===== config.mk =====
export PLATFORM = sky130hd
export DESIGN_NAME = rca_seq_ctrl
export DESIGN_NICKNAME = d
export VERILOG_FILES = /design/src/rtl/rca_seq_ctrl.sv
export SDC_FILE = /design/constraint.sdc
export NUM_CORES = 1
export LEC_CHECK = 0
export BUFFER_PORTS_ARGS = -buffer_cell sky130_fd_sc_hd__buf_4
export CORE_ASPECT_RATIO = 0.8
export CORE_MARGIN = 8
export CORE_UTILIZATION = 60
export CTS_BUF_LIST = sky130_fd_sc_hd__clkbuf_4 sky130_fd_sc_hd__clkbuf_8
export DETAILED_ROUTE_END_ITERATION = 10
export HOLD_SLACK_MARGIN = 0.06
export PLACE_DENSITY = 0.83
export RECOVER_POWER = 50
export SLEW_MARGIN = 20
export SYNTH_ARGS = -nofsm -noshare
export SYNTH_HDL_FRONTEND = slang
export SYNTH_SLANG_ARGS = --single-unit

===== constraint.sdc =====
create_clock -name clk -period 8.3 [get_ports clk]
set_input_delay 2.075 -clock clk [delete_from_list [all_inputs] [get_ports clk]]
set_output_delay 2.075 -clock clk [all_outputs]
set_load 0.05 [all_outputs]

===== src/rtl/rca_seq_ctrl.sv =====
// ---------------------------------------------------------------------------
// rca_seq_ctrl : multi-precision add/subtract sequencer
//
// Purpose:
//   Performs WORDS*N-bit additions and subtractions using a single shared
//   N-bit ripple-carry adder. Operands are accepted through a valid/ready
//   handshake and processed one N-bit word per clock, least significant word
//   first. The carry is held in a register between words. The full-width
//   result, carry-out and signed overflow are returned through a second
//   valid/ready handshake.
//
// Ports:
//   clk          rising-edge clock
//   rst          asynchronous reset, active-high
//   start_valid  command and operands present
//   start_ready  controller can accept a command (IDLE only)
//   op_a, op_b   W-bit operands, sampled only at the accept edge
//   cin          carry-in for add mode, ignored when sub=1
//   sub          1: A - B computed as A + ~B + 1; 0: A + B + cin
//   res_valid    result, cout and overflow are valid (DONE)
//   res_ready    consumer takes the result
//   result       W-bit sum or difference
//   cout         carry out of the MSB (sub mode: 1 = no borrow)
//   overflow     two's-complement signed overflow
//   busy         high while in RUN or DONE
//
// Also contains rca, the purely combinational N-bit ripple-carry adder.
// ---------------------------------------------------------------------------

module rca #(
  parameter int N = 4
) (
  input  logic [N-1:0] a,
  input  logic [N-1:0] b,
  input  logic         cin,
  output logic [N-1:0] sum,
  output logic         cout
);

  logic [N:0] w_carry;

  assign w_carry[0] = cin;

  // One full adder per bit, with the carry rippling from bit 0 upward.
  for (genvar gi = 0; gi < N; gi++) begin : g_fa
    assign sum[gi]       = a[gi] ^ b[gi] ^ w_carry[gi];
    assign w_carry[gi+1] = (a[gi] & b[gi]) | (w_carry[gi] & (a[gi] ^ b[gi]));
  end

  assign cout = w_carry[N];

endmodule

module rca_seq_ctrl #(
  parameter int N     = 4,
  parameter int WORDS = 4
) (
  input  logic               clk,
  input  logic               rst,
  input  logic               start_valid,
  output logic               start_ready,
  input  logic [N*WORDS-1:0] op_a,
  input  logic [N*WORDS-1:0] op_b,
  input  logic               cin,
  input  logic               sub,
  output logic               res_valid,
  input  logic               res_ready,
  output logic [N*WORDS-1:0] result,
  output logic               cout,
  output logic               overflow,
  output logic               busy
);

  localparam int W  = N * WORDS;
  localparam int IW = (WORDS > 1) ? $clog2(WORDS) : 1;

  localparam logic [IW-1:0] IDX_ZERO = '0;
  localparam logic [IW-1:0] IDX_ONE  = IW'(1);
  localparam logic [IW-1:0] IDX_LAST = IW'(WORDS - 1);

  typedef enum logic [1:0] {
    IDLE,
    RUN,
    DONE
  } state_t;

  state_t        r_state;
  logic [W-1:0]  r_a;
  logic [W-1:0]  r_b;
  logic          r_carry;
  logic [IW-1:0] r_idx;
  logic [W-1:0]  r_result;
  logic          r_cout;
  logic          r_overflow;
  logic          r_res_valid;
  logic          r_start_ready;
  logic          r_busy;

  logic [31:0]   w_base;
  logic [N-1:0]  w_a_word;
  logic [N-1:0]  w_b_word;
  logic [N-1:0]  w_sum;
  logic          w_cout;
  logic          w_last;

  // The word currently being worked on is selected by the index, so the
  // single narrow adder always sees word[index] of A and the effective B.
  assign w_base   = 32'(r_idx) * N;
  assign w_a_word = r_a[w_base +: N];
  assign w_b_word = r_b[w_base +: N];
  assign w_last   = (r_idx == IDX_LAST);

  rca #(.N(N)) u_rca (
    .a    (w_a_word),
    .b    (w_b_word),
    .cin  (r_carry),
    .sum  (w_sum),
    .cout (w_cout)
  );

  // Controller and datapath registers in one block. In IDLE the operands are
  // captured and B is inverted up front for subtraction, with the carry
  // preloaded to 1, so RUN only ever adds. RUN writes one result word per
  // edge and forwards the adder carry to the next word. On the last word the
  // carry-out and signed overflow are registered from the MSB word: overflow
  // happens when both MSBs agree but the sum MSB differs from them. DONE
  // holds everything stable until the consumer takes the result.
  always_ff @(posedge clk or posedge rst) begin
    if (rst) begin
      r_state       <= IDLE;
      r_a           <= '0;
      r_b           <= '0;
      r_carry       <= 1'b0;
      r_idx         <= IDX_ZERO;
      r_result      <= '0;
      r_cout        <= 1'b0;
      r_overflow    <= 1'b0;
      r_res_valid   <= 1'b0;
      r_start_ready <= 1'b1;
      r_busy        <= 1'b0;
    end else begin
      case (r_state)
        IDLE: begin
          if (start_valid) begin
            r_a           <= op_a;
            r_b           <= sub ? ~op_b : op_b;
            r_carry       <= sub ? 1'b1 : cin;
            r_idx         <= IDX_ZERO;
            r_start_ready <= 1'b0;
            r_busy        <= 1'b1;
            r_state       <= RUN;
          end
        end
        RUN: begin
          r_result[w_base +: N] <= w_sum;
          r_carry               <= w_cout;
          if (w_last) begin
            r_cout      <= w_cout;
            r_overflow  <= (r_a[W-1] == r_b[W-1]) && (w_sum[N-1] != r_a[W-1]);
            r_idx       <= IDX_ZERO;
            r_res_valid <= 1'b1;
            r_state     <= DONE;
          end else begin
            r_idx <= r_idx + IDX_ONE;
          end
        end
        DONE: begin
          if (res_ready) begin
            r_res_valid   <= 1'b0;
            r_start_ready <= 1'b1;
            r_busy        <= 1'b0;
            r_state       <= IDLE;
          end
        end
        default: begin
          r_res_valid   <= 1'b0;
          r_start_ready <= 1'b1;
          r_busy        <= 1'b0;
          r_idx         <= IDX_ZERO;
          r_state       <= IDLE;
        end
      endcase
    end
  end

  assign start_ready = r_start_ready;
  assign res_valid   = r_res_valid;
  assign result      = r_result;
  assign cout        = r_cout;
  assign overflow    = r_overflow;
  assign busy        = r_busy;

endmodule


Word level (Yosys, flattened, before mapping)
Index checks and enable logic that the tools add are counted.
{"block": "totals", "reg_bits": 58, "input_bits": 38, "out_inout_bits": 21, "wordCells": 79}
{"block": "op_classes", "add_sub_neg": 2, "eq_ne": 8, "n_shift": 4, "n_mux": 20, "bitwise_logic": 24, "reduce_logical": 10}
{"op": "$neg A4 Y34", "n": 1}
{"op": "$shift A4 B34 Y16 const A", "n": 1}
{"op": "$shiftx A4 B34 Y16", "n": 1}
{"op": "$shiftx A16 B5 Y4", "n": 2}
{"op": "$bwmux W16", "n": 1}
{"op": "$mux W16", "n": 1}
{"op": "$not A16 Y16", "n": 1}
{"op": "$pmux W2 S3", "n": 2}
{"op": "$mux W2", "n": 5}
{"op": "$pmux W1 S3", "n": 3}
{"op": "$reduce_and A3 Y1", "n": 3}
{"op": "$and A1 B1 Y1", "n": 8}
{"op": "$reduce_and A2 Y1", "n": 4}
{"op": "$xor A1 B1 Y1", "n": 8}
{"op": "$mux W1", "n": 7}
{"op": "$ne A2 B2 Y1 const B", "n": 3}
{"op": "$eq A2 B2 Y1 const B", "n": 2}
{"op": "$or A1 B1 Y1", "n": 4}
{"op": "$not A1 Y1", "n": 3}
{"op": "$add A2 B1 Y2 const B", "n": 1}
{"op": "$eq A2 B1 Y1 const B", "n": 1}
{"op": "$logic_not A2 Y1", "n": 1}
{"op": "$pmux W1 S2", "n": 1}
{"op": "$reduce_bool A2 Y1", "n": 1}
{"op": "other kinds (3)", "n": 3}

Logic depth before layout (Yosys ltp)
{"block": "depth", "word_depth": 11, "depth_mapped": 12, "ltp_nobuf": 10}

By module
A second synthesis with hierarchy kept.
{"block": "unflattened", "hier_cells": 233, "hier_area_um2": 2845.2}
{"module": "rca_seq_ctrl", "instances": 1, "cells_per_inst": 219, "area_each_um2": 2727.6}
{"module": "rca", "instances": 1, "cells_per_inst": 14, "area_each_um2": 117.6}

Worst setup path after synthesis
No wires, ideal clock.
{"block": "synth_path", "kind": "reg-to-reg", "from": "reg r_idx[0]", "to": "reg r_overflow (netlist: overflow)", "setup_time_ps": 128, "arrival_ps": 3037, "required_ps": 8172, "setup_slack_ps": 5135, "stages_incl_launch_ff": 13, "n_path_buf": 2, "period_less_slack_ps": 3165, "path_cell_list": "dfrtp_1 > buf_2 > buf_2 > mux4_2 > inv_1 > fa_1 > fa_1 > inv_1 > fa_1 > fa_1 > nand2b_1 > o22ai_1 > mux2_1"}
{"block": "synth_between", "elab_chain_cells": 11, "word_cells_on_any_way": 20, "cone_classes": "eq/ne: 2; shift: 2; bitwise: 14; reduce/logical: 2"}
{"item": "from (decl)", "line_no": "91", "text": "logic [IW-1:0] r_idx;"}
{"item": "from (signal assigned)", "line_no": "164", "text": "r_idx <= r_idx + IDX_ONE;"}
{"item": "$shiftx A16 B5 Y4 (on tied branches)", "line_no": "109, 110"}
{"item": "$xor A1 B1 Y1", "line_no": "47", "text": "assign w_carry[gi+1] = (a[gi] & b[gi]) | (w_carry[gi] & (a[gi] ^ b[gi]));"}
{"item": "$and A1 B1 Y1", "line_no": "47"}
{"item": "$or A1 B1 Y1", "line_no": "47"}
{"item": "$and A1 B1 Y1", "line_no": "47"}
{"item": "$or A1 B1 Y1", "line_no": "47"}
{"item": "$and A1 B1 Y1", "line_no": "47"}
{"item": "$or A1 B1 Y1", "line_no": "47"}
{"item": "$xor A1 B1 Y1", "line_no": "46", "text": "assign sum[gi] = a[gi] ^ b[gi] ^ w_carry[gi];"}
{"item": "$ne A1 B1 Y1", "line_no": "159", "text": "r_overflow <= (r_a[W-1] == r_b[W-1]) && (w_sum[N-1] != r_a[W-1]);"}
{"item": "$logic_and A1 B1 Y1", "line_no": "159"}
{"item": "to (signal assigned)", "line_no": "159"}
{"item": "to (decl)", "line_no": "94", "text": "logic r_overflow;"}
Parallel ways exist; a longest one is shown, timed or not.
A chain may end at the register's enable or synchronous reset.

==> reports/metrics.cfg <==
[worst_setup_path]
critPathArrivalTime_ns = 4.37
critPathLaunchType = primary input
required_ns = 8.08
slowest_delay_ns = 2.12
cp_num_buf_inv = 3
worstReg2RegStart = r_idx[0]$_DFFE_PP0P_
worstSetupStartpoint = rst
end_kind = asynchronous set/reset pin
path_delay_family = buffers and inverters
crit_slowest_cell = clkbuf_1
path_max_fanout = 58
critPathKind = primary input to asynchronous set/reset pin
crit_chain = clkbuf_4 -> inv_1 -> clkbuf_1

[cts]
cts_buffers = 9
htreeDepth = 3
clock-root-buffer = clkbuf_8
cts_resized = 0
clkTransAtPathRegs_ns = 0.06
holdBufCountCts = 0
clk_latency_ns = 0.34
cts_buffer_depth = 2
cts_tree = yes
cts_sinks = 58
cts_setup_buffers = 0

[sta]
hold_violations = 0
layout_setup_ws_ns = 3.71
clock_skew_ns = 0.00957
post-route-period-util = 0.554
period_minus_slack_ns = 4.59
slew_headroom = -1.01
setup-violations-final = 0
grt_setup_unrepaired = false
timing.setup.tns_ns = 0
final_max_slew_viol_count = 59
fmax_ghz = 0.218
tightest_slew_ns = 3.01

[layout]
layout-drive-gt1-share = 0.289
antenna_cells = 0
finalInstanceArea_um2 = 3480
nets = 347
final_util = 0.766
layout_common_cells = 57 x dfrtp_1, 56 x buf_4, 22 x nand2_1
layout_commonest_cell = dfrtp_1
area_growth_pct = 23.5

[logic_synthesis]
netlist_area_um2 = 2820
post-synth-top-area-cell = dfrtp_1
ys_ff_latch = 58
ys_seq_area_frac = 0.516
yosysWarnings = 0
syn_avg_cell_area_um2 = 11.7
netlist.area_leader.share = 0.507
synth_area_leaders = dfrtp_1 51%, mux2_1 7.2%, mux4_2 6.4%
netlist_instances = 240
syn-num-nets = 288
yosysUniqueCellTypes = 32

[grt]
grt_pass1_wl_um = 10400
grt_max_degree = 59
grt_overflow = 0
grt_pass1_vias = 2120
grt_usage = 0.182
antenna_found_initial = 0

[floorplan]
ios = 59
die_y_um = 77.3
rows = 22
start_util = 0.620
die_x_um = 92.6
die-area_um2 = 7150
core_area_um2 = 4540

[status]
violations = capacitance limit, slew limit
outcome = finished with violations

[detailed_routing]
routedWlPerCell_um = 16.2
drt-total-wl_um = 5880
num_vias = 1989
avgViaCountPerCell = 5.46
final_antenna_net_count = 0
route.detailed.drc = 0
drtIter0Drc = 106
first_pass_iters = 4

[place]
place_ws_ns = 4.84
gp_congestion = 0.790
portBuffers = 58
hpwlAfterDp_um = 4320
dpl-instance-area_um2 = 3280

[hold_path]
hp-start = res_valid$_DFFE_PP0P_
hold_path.class = flop to flop

[power_and_ir_drop]
finalPower_mw = 1.52
power.density_nw_per_um2 = 437
power_leakage_nw = 1.59
irDropWorstVdd_uv = 241

[job]
cap_violations = 1

flip-flops by register name, indices dropped and copies added (netlist names):
| register | count |
|---|---|
| r_carry | 1 |
| r_state | 2 |
| res_valid | 1 |
| start_ready | 1 |
| r_a | 16 |
| r_b | 16 |
| overflow | 1 |
| busy | 1 |
| result | 16 |
| cout | 1 |
| r_idx | 2 |
routing by layer:
layer,global-route usage,wire [um]
met1,0.233,2680
met2,0.267,2630
met3,0.0866,526
met4,0.0530,48
met5,0,0
metrics by stage:
stage	hold WS, ns	std cells
3_3_place_gp	0.465	348
3_5_place_dp	0.472	348
4_1_cts	0.490	364
2_1_floorplan	0.452	240
5_1_grt	0.504	364
6_report	0.485	364
synthesized netlist by cell type:
library cell	count
o41ai_1	1
inv_2	2
xnor2_1	16
or4_4	1
o21ai_0	1
nor3b_2	1
mux2_1	18
nand3b_4	2
nand2_1	22
o21ai_1	15
mux4_2	8
nor2_1	19
dfrtp_1	57
buf_2	8
o31ai_1	3
o32ai_1	2
nor2b_1	3
or4b_1	1
nand2b_1	2
dfstp_2	1
a21oi_1	19
ha_1	6
nand3b_1	3
and2b_1	1
fa_1	4
a22o_1	2
a32o_1	1
buf_6	1
nand4_1	3
clkbuf_1	3
inv_1	13
o22ai_1	1
path summary, 6_finish.rpt:
| check | to | slack, ns | cells past startpoint |
|---|---|---|---|
| setup / recovery | r_b[14]$_DFFE_PP0P_ | 3.71 | 3 |
| hold / removal | res_valid$_DFFE_PP0P_ | 0.48 | 2 |
| setup reg to reg | result[15]$_DFFE_PP0P_ | 4.83 | 9 |
| hold reg to reg | res_valid$_DFFE_PP0P_ | 0.48 | 2 |
| max in group clk | result[15]$_DFFE_PP0P_ | 4.83 | 9 |
| min in group asynchronous | r_a[11]$_DFFE_PP0P_ | 2.89 | 3 |
where the power goes:
part / total, mW / leakage [nW] / internal [mW] / switching (mW)
Combinational: 0.740 / 0.790 / 0.302 / 0.438
Clock: 0.262 / 0.105 / 0.153 / 0.109
Sequential: 0.517 / 0.700 / 0.408 / 0.109
Total: 1.52 / 1.59 / 0.863 / 0.655
worst reg2reg max path: stages (launching register included):
cell and delay (ns):
dfrtp_1 0.88, mux4_2 0.62, inv_1 0.10, fa_1 0.18, fa_1 0.16, inv_1 0.05
fa_1 0.37, fa_1 0.58, nand2_1 0.08, o41ai_1 0.35
logic make-up (layout without fill, tap and decap cells):
group,after synthesis,in the layout,synth area share
flip-flops,58,58,0.516
AND/OR/NAND/NOR,58,58,0.109
AO/OA/AOI/OAI,45,45,0.0916
buffers and inverters,27,91,0.0422
multiplexers,26,26,0.136
XOR/XNOR,16,16,0.0498
adder cells (fa/ha/maj),10,10,0.0551
final cells by class:
class,instances,area [um^2]
sequential,58,1450
inverter,15,56.3
clock inverter,5,52.6
multi-input combinational,155,1250
tap,60,75.1
timing repair buffer,60,439
clock buffer,11,151
fill,324,1060
(Power assumes the default switching activity.)
